**src/rtl/global_buffer_param.sv**
```systemverilog
// Shared global-buffer widths, the parallel-config FSM encoding and the bank word stride.
package global_buffer_param;
  localparam int GLB_ADDR_WIDTH   = 22;
  localparam int BANK_DATA_WIDTH  = 64;
  localparam int CGRA_CFG_WIDTH   = 32;
  localparam int CNT_WIDTH        = 20;
  localparam int PCFG_BYTE_STRIDE = 8;

  typedef enum logic [1:0] {
    PCFG_IDLE = 2'd0,
    PCFG_RUN  = 2'd1,
    PCFG_DONE = 2'd2
  } pcfg_state_e;
endpackage

```
**src/rtl/global_buffer_pkg.sv**
```systemverilog
// Global-buffer structured types built on the shared widths.
package global_buffer_pkg;
  import global_buffer_param::*;

  typedef struct packed {
    logic                      wr_en;
    logic [CGRA_CFG_WIDTH-1:0] addr;
    logic [CGRA_CFG_WIDTH-1:0] data;
  } cgra_cfg_t;
endpackage

```
**src/rtl/glb_pcfg_addr_gen.sv**
```systemverilog
// Request side of the pcfg DMA: latches the aligned start address and issues one
// 8-byte read per cycle until the latched word count has been requested.
module glb_pcfg_addr_gen #(
  parameter int GLB_ADDR_WIDTH = global_buffer_param::GLB_ADDR_WIDTH,
  parameter int CNT_WIDTH      = global_buffer_param::CNT_WIDTH
) (
  input  logic                      clk,
  input  logic                      reset,
  input  logic                      start_i,
  input  logic                      run_i,
  input  logic [GLB_ADDR_WIDTH-1:0] start_addr_i,
  input  logic [CNT_WIDTH-1:0]      num_cfg_i,
  output logic                      rd_req_en_o,
  output logic [GLB_ADDR_WIDTH-1:0] rd_req_addr_o
);
  import global_buffer_param::PCFG_BYTE_STRIDE;

  localparam logic [GLB_ADDR_WIDTH-1:0] STRIDE = GLB_ADDR_WIDTH'(PCFG_BYTE_STRIDE);

  logic [GLB_ADDR_WIDTH-1:0] addr_q, addr_d;
  logic [CNT_WIDTH-1:0]      iss_q, iss_d;

  assign rd_req_en_o   = run_i && (iss_q < num_cfg_i);
  assign rd_req_addr_o = addr_q;

  // The address adder simply rolls over, giving the modulo-2^GLB_ADDR_WIDTH wrap.
  always_comb begin
    addr_d = addr_q;
    iss_d  = iss_q;
    if (start_i) begin
      addr_d = start_addr_i & ~(STRIDE - GLB_ADDR_WIDTH'(1));
      iss_d  = '0;
    end else if (rd_req_en_o) begin
      addr_d = addr_q + STRIDE;
      iss_d  = iss_q + CNT_WIDTH'(1);
    end
  end

  always_ff @(posedge clk) begin
    if (reset) begin
      addr_q <= '0;
      iss_q  <= '0;
    end else begin
      addr_q <= addr_d;
      iss_q  <= iss_d;
    end
  end
endmodule

```
**src/rtl/glb_core_pcfg_dma.sv**
```systemverilog
// Parallel-configuration DMA: streams 64-bit bitstream words from bank memory into
// CGRA config writes. Optional cycle counter is built when GLB_PCFG_PERF_EN is defined.
module glb_core_pcfg_dma #(
  parameter int GLB_ADDR_WIDTH  = global_buffer_param::GLB_ADDR_WIDTH,
  parameter int BANK_DATA_WIDTH = global_buffer_param::BANK_DATA_WIDTH,
  parameter int CNT_WIDTH       = global_buffer_param::CNT_WIDTH,
  parameter int CGRA_CFG_WIDTH  = global_buffer_param::CGRA_CFG_WIDTH
) (
  input  logic                       clk,
  input  logic                       reset,
  input  logic [GLB_ADDR_WIDTH-1:0]  cfg_pcfg_start_addr,
  input  logic [CNT_WIDTH-1:0]       cfg_pcfg_num_cfg,
  input  logic                       pcfg_start_pulse,
  output logic                       rd_req_en,
  output logic [GLB_ADDR_WIDTH-1:0]  rd_req_addr,
  input  logic                       rd_res_valid,
  input  logic [BANK_DATA_WIDTH-1:0] rd_res_data,
  output logic                       cgra_cfg_wr_en,
  output logic [CGRA_CFG_WIDTH-1:0]  cgra_cfg_addr,
  output logic [CGRA_CFG_WIDTH-1:0]  cgra_cfg_data,
  output logic                       pcfg_busy,
  output logic                       pcfg_done_pulse,
  output logic [31:0]                pcfg_cycle_cnt
);
  import global_buffer_param::pcfg_state_e;
  import global_buffer_param::PCFG_IDLE;
  import global_buffer_param::PCFG_RUN;
  import global_buffer_param::PCFG_DONE;
  import global_buffer_pkg::cgra_cfg_t;

  pcfg_state_e          state_q, state_d;
  logic [CNT_WIDTH-1:0] num_q, num_d;
  logic [CNT_WIDTH-1:0] rcv_q, rcv_d;
  cgra_cfg_t            cfg_q, cfg_d;

  logic accept, res_fire, last_rcv;

  assign accept   = (state_q == PCFG_IDLE) && pcfg_start_pulse;
  assign res_fire = (state_q == PCFG_RUN) && rd_res_valid;
  // In RUN num_q is non-zero, so rcv_q + 1 never overflows the counter width.
  assign last_rcv = res_fire && ((rcv_q + CNT_WIDTH'(1)) == num_q);

  glb_pcfg_addr_gen #(
    .GLB_ADDR_WIDTH(GLB_ADDR_WIDTH),
    .CNT_WIDTH     (CNT_WIDTH)
  ) u_addr_gen (
    .clk          (clk),
    .reset        (reset),
    .start_i      (accept),
    .run_i        (state_q == PCFG_RUN),
    .start_addr_i (cfg_pcfg_start_addr),
    .num_cfg_i    (num_q),
    .rd_req_en_o  (rd_req_en),
    .rd_req_addr_o(rd_req_addr)
  );

  always_ff @(posedge clk) begin
    if (reset) begin
      state_q <= PCFG_IDLE;
      num_q   <= '0;
      rcv_q   <= '0;
      cfg_q   <= '0;
    end else begin
      state_q <= state_d;
      num_q   <= num_d;
      rcv_q   <= rcv_d;
      cfg_q   <= cfg_d;
    end
  end

  always_comb begin
    state_d = state_q;
    unique case (state_q)
      PCFG_IDLE: if (accept) state_d = (cfg_pcfg_num_cfg == '0) ? PCFG_DONE : PCFG_RUN;
      PCFG_RUN:  if (last_rcv) state_d = PCFG_DONE;
      PCFG_DONE: state_d = PCFG_IDLE;
      default:   state_d = PCFG_IDLE;
    endcase
  end

  always_comb begin
    num_d       = num_q;
    rcv_d       = rcv_q;
    cfg_d       = cfg_q;
    cfg_d.wr_en = res_fire;
    if (accept) begin
      num_d = cfg_pcfg_num_cfg;
      rcv_d = '0;
    end
    if (res_fire) begin
      rcv_d      = rcv_q + CNT_WIDTH'(1);
      cfg_d.addr = rd_res_data[63:32];
      cfg_d.data = rd_res_data[31:0];
    end
  end

  always_comb begin
    pcfg_busy       = (state_q != PCFG_IDLE);
    pcfg_done_pulse = (state_q == PCFG_DONE);
    cgra_cfg_wr_en  = cfg_q.wr_en;
    cgra_cfg_addr   = cfg_q.addr;
    cgra_cfg_data   = cfg_q.data;
  end

`ifdef GLB_PCFG_PERF_EN
  logic [31:0] cyc_q, cyc_d;

  always_comb begin
    cyc_d = cyc_q;
    if (accept) cyc_d = '0;
    else if ((state_q != PCFG_IDLE) && (cyc_q != 32'hFFFF_FFFF)) cyc_d = cyc_q + 32'd1;
  end

  always_ff @(posedge clk) begin
    if (reset) cyc_q <= '0;
    else       cyc_q <= cyc_d;
  end

  assign pcfg_cycle_cnt = cyc_q;
`else
  assign pcfg_cycle_cnt = '0;
`endif
endmodule

```
**config.mk**
```make
export PLATFORM = sky130hd
export DESIGN_NAME = glb_core_pcfg_dma
export DESIGN_NICKNAME = d
export VERILOG_FILES = /design/src/rtl/global_buffer_param.sv /design/src/rtl/global_buffer_pkg.sv /design/src/rtl/glb_pcfg_addr_gen.sv /design/src/rtl/glb_core_pcfg_dma.sv
export SDC_FILE = /design/constraint.sdc
export NUM_CORES = 1
export LEC_CHECK = 0
export ABC_AREA = 1
export CAP_MARGIN = 20
export CORE_ASPECT_RATIO = 0.8
export CORE_UTILIZATION = 43
export DETAILED_ROUTE_END_ITERATION = 10
export GPL_TIMING_DRIVEN = 0
export PLACE_DENSITY = 0.86
export SETUP_SLACK_MARGIN = 0.2
export SYNTH_ARGS = -nofsm -noshare
export SYNTH_HDL_FRONTEND = slang
export SYNTH_SLANG_ARGS = --single-unit
```
**constraint.sdc**
```tcl
create_clock -name clk -period 2 [get_ports clk]
set_clock_uncertainty 0.15 [all_clocks]
set_input_delay 0.4 -clock clk [delete_from_list [all_inputs] [get_ports clk]]
set_output_delay 0.4 -clock clk [all_outputs]
set_load 0.03 [all_outputs]
```
After elaboration in Yosys (flattened, before gate mapping):

Index checks and enable logic that the tools add are counted.

* add/sub/neg operators: 3
* magnitude comparators: 1
* eq/ne operators: 5
* multiplexer cells: 8
* reductions and logical operators: 11

Operators with widths (number)
* $mux 22: 2
* $add 20x1->20 const B: 2
* $mux 20: 2
* $add 22x4->22 const B: 1
* $eq 20x20->1: 1
* $logic_not 20->1: 1
* $lt 20x20->1: 1
* $mux 2: 3
* $reduce_bool 2->1: 3
* $logic_and 1x1->1: 4
* $ne 2x2->1 const B: 2
* $pmux 2 s2: 1
* $eq 2x1->1 const B: 1
* $eq 2x2->1 const B: 1
* $logic_not 2->1: 1
* $reduce_and 2->1: 1
* $reduce_or 2->1: 1

* register bits after elaboration: 149
* input port bits: 110
* output and inout port bits: 122

Longest topological paths before layout:

Gate-level depths: netlist of the first run.

* depth in word-level cells: 5
* depth in mapped cells: 16
* gate-level depth less buffers: 15

Hierarchy:

Synthesis of the first run repeated with hierarchy kept, for this count alone.

* cells, all modules: 1200
* area, all modules: 7993.9 um2

Modules (own cells, without submodules)
* glb_core_pcfg_dma: times used 1, cells each 716, area an instance 4968.5 um2, sequential area each 2142.1 um2
* glb_pcfg_addr_gen: times used 1, cells each 484, area an instance 3025.4 um2, sequential area each 780.7 um2

Least setup slack after synthesis of the first run:

No wires, ideal clock.

* kind: register -> register
* start: register rcv_q[1]
* end: register state_q[0]
* setup time: 0.131 ns
* arrival: 1.818 ns
* path slack: -0.098 ns
* cell stages (with the launch flop): 16
* clock period less this slack: 2.098 ns
* cell sequence: dfxtp_1 -> ha_1 -> buf_4 -> nand2_1 -> nor2_2 -> nand2_2 -> nor2_4 -> nand2_2 -> xor2_1 -> clkinv_1 -> nand2_1 -> nand2_1 -> nor2_1 -> nand3_2 -> nand2_1 -> a21oi_2

* word-level cells in the longest chain between the ends: 5

RTL lines
* start, declared: line glb_core_pcfg_dma.sv:33 `logic [CNT_WIDTH-1:0] rcv_q, rcv_d;`
* start signal, assigned: line glb_core_pcfg_dma.sv:66 `rcv_q <= rcv_d;`
* $add 20x1->20: line glb_core_pcfg_dma.sv:41 `assign last_rcv = res_fire && ((rcv_q + CNT_WIDTH'(1)) == num_q);`
* $eq 20x20->1: line glb_core_pcfg_dma.sv:41
* $logic_and 1x1->1: line glb_core_pcfg_dma.sv:41
* $ne 2x2->1 (no source line)
* $reduce_and 2->1 (no source line)
* end signal, assigned: line glb_core_pcfg_dma.sv:64 `state_q <= state_d;`
* end, declared: line glb_core_pcfg_dma.sv:31 `pcfg_state_e state_q, state_d;`

Every way passes these cells.
A chain may end at the register's enable or synchronous reset.

Final worst setup path of the first run:

* start: register num_q[19]
* end: output rd_req_en

* word-level cells in the longest chain between the ends: 2

RTL lines
* start, declared: line glb_core_pcfg_dma.sv:32 `logic [CNT_WIDTH-1:0] num_q, num_d;`
* start signal, assigned: line glb_core_pcfg_dma.sv:65 `num_q <= num_d;`
* $lt 20x20->1: line glb_pcfg_addr_gen.sv:23 `assign rd_req_en_o = run_i && (iss_q < num_cfg_i);`
* $logic_and 1x1->1: line glb_pcfg_addr_gen.sv:23
* end, declared: line glb_core_pcfg_dma.sv:14 `output logic rd_req_en,`

Every way passes these cells.

==> results.yml, run 1 <==
floorplan:
  core_area_sq_um: 17300
  die_area_sq_um: 18200
  die_y_microns: 121
  floorplan.rows: 43
  num_io_pins: 232
  die_x_microns: 151
  start_util: 0.439
min_path:
  hold_path_class: "reg2reg"
timing:
  max_slew_margin: 0.589
  max_freq_ghz: 0.367
  rsz0062_at_grt: "yes"
  finalHoldViolCount: 0
  drv_slew: 0
  finalSetupViolations: 42
  fin_crit_ns: 2.73
  finalCritPeriodShare: 1.36
  fin_setup_tns_ns: -25.49
  tightestPinTransition_ns: 0.614
  worst_slack_ns: -0.728
route:
  dr.first_iter.drc_count: 709
  routed_wl_microns: 28700
  antenna_left: 0
  num_vias: 8804
  vias_per_cell: 5.43
  route.detailed.drc: 0
  drt-pass1-iter-count: 7
  avgRoutedWirePerCell_microns: 17.7
global_route:
  grt_util_met3: 0.0838
  busiest_layer: "met2"
  gr-usage-met2: 0.527
  track_usage: 0.313
  use_met1: 0.358
  grt-ovfl-total: 0
  grt_first_pass_wirelength_microns: 43900
  antenna_found_initial: 3
  grt_max_degree: 17
  grt_pass1_vias: 8616
logic_synthesis:
  synth_area_sq_um: 7600
  synth_edf_count: 0
  synth.avg_cell_area_sq_um: 7.02
  yosys-top-cells-area: "dfxtp_1 38%, nor2_1 9.8%, nand2_1 9.0%, o21ai_0 8.4%, a21oi_1 4.7%"
  synth_seq_cells: 146
  synthFlopType: "dfxtp_1"
  synth_cells: 1083
  synthDominantCellAreaShare: 0.384
  yosys.cell_types.count: 41
  synth_top_area_cell: "dfxtp_1"
  synth_warnings: 0
  async_reset_ff_frac: 0
  ys_seq_area_frac: 0.384
layout:
  drive_above_1_share: 0.282
  final_cell_mix: "186 x nor2_1, 158 x nand2_1, 106 x clkdlybuf4s50_1, 98 x dfxtp_1, 97 x o21ai_0"
  fin_nets: 1513
  syn2layout_area_growth_pct: 58.2
  final_common_cell: "nor2_1"
  fin_area_sq_um: 12000
  final_cells: 1621
critical_path:
  critPathKind: "reg2out"
  cp-end-kind: "output port"
  crit_path_start_kind: "flip-flop"
  r2r_slack_ns: -0.69
  crit_fanout: 2
  critPathRequiredTime_ns: 1.45
  worstPathArrival_ns: 2.18
outcome:
  violations: "setup timing"
  outcome: "complete, but fails checks"
power:
  vdd_drop_max_v: 0.000495
  p_leak_nw: 5.18
  power_density_nw_per_um2: 767
placed_design:
  gp_congestion: 0.974
  placed_cell_area_sq_um: 10200
  port_buffers: 193
  dp_hpwl_microns: 17700
  place_ws_ns: -1.00
  dp.cells: 1535
clocking:
  holdBufCountCts: 0
  cts_buffer_depth: 2
  cts.sinks: 146
  cts.reportedPaths.clkPinSlew_ns: 0.07
  cts_tree: "built"
  clkLatencyLatePin_ns: 0.43
  htreeDepth: 4
  cts-root-buf: "clkbuf_16"
  cts_made_buffers: 17
run:
  cap_violations: 0
-- per-layer routing --
metal  share of wire  up-vias
li1                -     4080
met1            0.37     4027
met2            0.48      558
met3            0.10      139
met4           0.052        0
met5               0        -
-- state kept, by name, indices dropped and copies added (netlist names) --
name                      count
u_addr_gen.rd_req_addr_o     19
state_q                       2
u_addr_gen.iss_q             20
cgra_cfg_wr_en                1
cgra_cfg_data                32
cgra_cfg_addr                32
num_q                        20
rcv_q                        20
-- report_power, final --
group          internal (mW)  total (mW)  switching [mW]  leakage (nW)
clock                   2.19        3.59            1.40         0.313
sequential              3.11        3.30           0.192          1.22
combinational          0.976        2.32            1.35          3.66
total                   6.28        9.22            2.94          5.18
-- repair_timing --
action                                  in CTS  in global routing
buffers inserted                            35                 11
endpoints found under the setup margin     214                157
pin swaps                                   34                 25
cloned                                       6                  0
gates resized for setup                    287                123
-- logic make-up after synthesis --
group           after synthesis  share of synthesized area
compound gates              215                      0.146
fa+ha+maj                    22                     0.0362
simple gates                508                      0.290
flops                       146                      0.384
buf+inv                     159                     0.0989
xor+xnor                     32                     0.0441
other cells                   1                   0.000493
-- Yosys cell counts (2+ instances only) --
library cell    n
o21ai_0       128
nand2_1       182
nand4_1        11
nand3_1        59
o21ai_1         2
nor2_4          3
ha_1           22
a21oi_2         2
buf_2           6
xor2_1         18
nor2_1        199
nor3_1         14
nor3b_1         3
dfxtp_1       146
xnor2_1        10
nand3b_1        4
nand3_2         5
clkbuf_1       37
inv_1          67
nor2_2          9
nand2_2         6
a21oi_1        71
a31oi_1         6
nor4_1          7
nor3_2          3
inv_2           7
buf_4          39
xnor3_1         4
-- per-stage QoR --
stage | utilization | hold WS (ns) | power [mW]
global placement | 0.589 | 0.322 | 5.18
global route | 0.694 | 0.350 | 9.49
floorplan | - | 0.295 | 4.43
finish | 0.694 | 0.346 | 9.22
CTS | 0.674 | 0.337 | 9.00
detailed placement | 0.589 | 0.330 | 5.21
-- layout make-up --
class / instances / area [sq um]
Antenna cell: 2 / 5.00
Buffer: 84 / 629
Clock buffer: 19 / 454
Clock inverter: 13 / 198
Fill cell: 1340 / 5300
Inverter: 75 / 305
Multi-Input combinational cell: 812 / 4780
Sequential cell: 146 / 3010
Tap cell: 225 / 282
Timing Repair Buffer: 245 / 2360
-- critical path: stages (launching register included) --
cell and delay [ns]:
dfxtp_2 0.35, inv_2 0.06, ha_4 0.27, nand2_2 0.06
inv_2 0.07, nand3_4 0.07, nor3_4 0.20, nand3_1 0.17
nand4_1 0.16, inv_2 0.07, buf_8 0.13, buf_8 0.13
-- worst paths after layout --
| check | from | end | depth (start not counted) |
|---|---|---|---|
| worst max register to register | u_addr_gen.iss_q[4] | u_addr_gen.rd_req_addr_o[4] | 14 |
| worst max-delay path | num_q[19] | rd_req_en | 11 |
| worst min-delay path | num_q[3] | num_q[3] | 2 |
| worst min register to register | num_q[3] | num_q[3] | 2 |
Power figures use the tool's default switching activity.
==> run 2: changes to the inputs <==
CORE_UTILIZATION = 50   (was 43)
DONT_BUFFER_PORTS = 1   (was not set)
PLACE_DENSITY = 0.77   (was 0.86)
==> run 2 against run 1 <==
  * The flow finishes with violations (hold timing, setup timing)
  * First-iteration DRC count rose by 24%
  * Final cell count shrank 11%
  * Clock power decreased by 14%
  * Combinational power decreased by 30%
  * Die area is 14% lower
  * Cell area is 12% lower
  * Highest routed layer unchanged
==> results.yml, run 2 (synthesis gave the netlist of run 1 again) <==
critical_path:
  crit_path_start_kind: "flip-flop"
  crit_cells: 7
  reg2reg_depth: 13
  cp-end-kind: "output port"
  path_cells: "ha_4 > a21oi_1 > o21ai_0 > a21oi_2 > nand4_1 > inv_2 > buf_12"
  cp_top_family: "compound AO/OA/AOI/OAI gates"
  critPathKind: "reg2out"
  crit_buf_inv: 2
  critPathRequiredTime_ns: 1.45
  crit_fanout: 5
  worstPathArrival_ns: 1.93
  max_stage_delay_ns: 0.37
  cp_slowest_cell: "dfxtp_4"
clocking:
  cts.reportedPaths.clkPinSlew_ns: 0.06
  htreeDepth: 4
  cts-root-buf: "clkbuf_16"
  cts_tree: "built"
  cts.sinks: 146
  clkLatencyLatePin_ns: 0.43
  cts_buffer_depth: 2
  cts_made_buffers: 17
route:
  vias_per_cell: 5.63
  antenna_left: 0
  avgRoutedWirePerCell_microns: 17.8
  route.detailed.drc: 0
  routed_wl_microns: 25800
  dr.first_iter.drc_count: 877
  drt-pass1-iter-count: 7
  num_vias: 8146
timing:
  tightestPinTransition_ns: 0.761
  rsz0062_at_grt: "yes"
  finalSetupViolations: 43
  max_slew_margin: 0.493
  drv_slew: 0
  finalHoldViolCount: 1
  finalCritPeriodShare: 1.24
  whs_ns: -0.00668
  worst_slack_ns: -0.476
  fin_setup_tns_ns: -10.72
  fin_crit_ns: 2.48
  max_freq_ghz: 0.404
global_route:
  antenna_found_initial: 0
  grt_max_degree: 17
  track_usage: 0.311
  grt_first_pass_wirelength_microns: 38200
  grt_util_met3: 0.0764
  grt_pass1_vias: 7500
  gr-usage-met2: 0.511
  grt-ovfl-total: 0
  use_met1: 0.380
  busiest_layer: "met2"
layout:
  final_cell_mix: "173 x nor2_1, 163 x nand2_1, 99 x dfxtp_1, 97 x o21ai_0, 70 x dlygate4sd3_1"
  fill_cells: 1060
  fin_nets: 1381
  diodes: 0
  drive_above_1_share: 0.285
  seqCellArea_sq_um: 3010
  syn2layout_area_growth_pct: 39.8
  multi_input_area_sq_um: 4800
  final_common_cell: "nor2_1"
floorplan:
  die_area_sq_um: 15700
  die_y_microns: 112
  floorplan.rows: 39
  die_x_microns: 140
  num_io_pins: 232
  core_area_sq_um: 14500
  start_util: 0.523
placed_design:
  dp_hpwl_microns: 16200
  gp_congestion: 0.941
  port_buffers: 0
  place_ws_ns: -0.392
power:
  power_density_nw_per_um2: 784
  p_leak_nw: 4.36
  vdd_drop_max_v: 0.000777
min_path:
  min_path_cells: 2
  hold_path_class: "in2reg"
outcome:
  violations: "hold timing, setup timing"
  outcome: "complete, but fails checks"
run:
  cap_violations: 0
[run 2: changes by cell type in the layout (fill, tap and decap cells not counted), moves of 9 or more]
cell	delta
nor2_2	+9
nor2_1	-13
clkdlybuf4s50_1	-106
dlygate4sd2_1	-66
clkbuf_2	-10
dlygate4sd3_1	+70
[run 2: report_power, final]
part,total [mW],internal (mW),switching [mW]
combinational,1.62,0.690,0.927
clock,3.10,1.72,1.37
sequential,3.62,3.11,0.512
[run 2: layout make-up]
class	count	share of cell area
Inverter	75	0.0282
Tap cell	184	0.0217
Multi-Input combinational cell	812	0.451
Clock inverter	14	0.0121
Timing Repair Buffer	113	0.108
Sequential cell	146	0.283
Buffer	84	0.0561
Clock buffer	18	0.0404
[run 2: layer usage]
layer	wire, microns	vias up	part of all wire
met5	0	-	0
met2	12400	494	0.48
li1	-	3826	-
met4	905	0	0.035
met1	9880	3751	0.38
met3	2610	75	0.10
[run 2: path summary, 6_finish.rpt]
check / start / end / slack (ns)
worst max-delay path: u_addr_gen.iss_q[17] / rd_req_en / -0.48
worst min-delay path: rd_res_data[22] / cgra_cfg_data[22] / -0.007
worst max register to register: u_addr_gen.iss_q[17] / u_addr_gen.rd_req_addr_o[18] / -0.35
worst min register to register: u_addr_gen.iss_q[2] / u_addr_gen.iss_q[2] / 0.34
[run 2: what timing repair did]
| action | in CTS | in global routing |
|---|---|---|
| buffers inserted | 19 | 19 |
| endpoints found under the setup margin | 146 | 134 |
| cloned | 3 | 2 |
| pin swaps | 20 | 32 |
| gates resized for setup | 108 | 142 |
| hold buffers | 70 | 0 |
| hold endpoints to repair | 73 | 0 |
[run 2: stage by stage]
step	total power, mW	area (sq um)	cells	util	hold WS, ns
2_1_floorplan	4.43	7990	1117	-	0.295
3_3_place_gp	4.68	8220	1301	0.565	0.317
3_5_place_dp	4.71	8220	1301	0.565	0.327
4_1_cts	8.00	9990	1425	0.687	0.00393
5_1_grt	8.59	10600	1446	0.731	0.00902
6_report	8.34	10600	1446	0.731	-0.00668
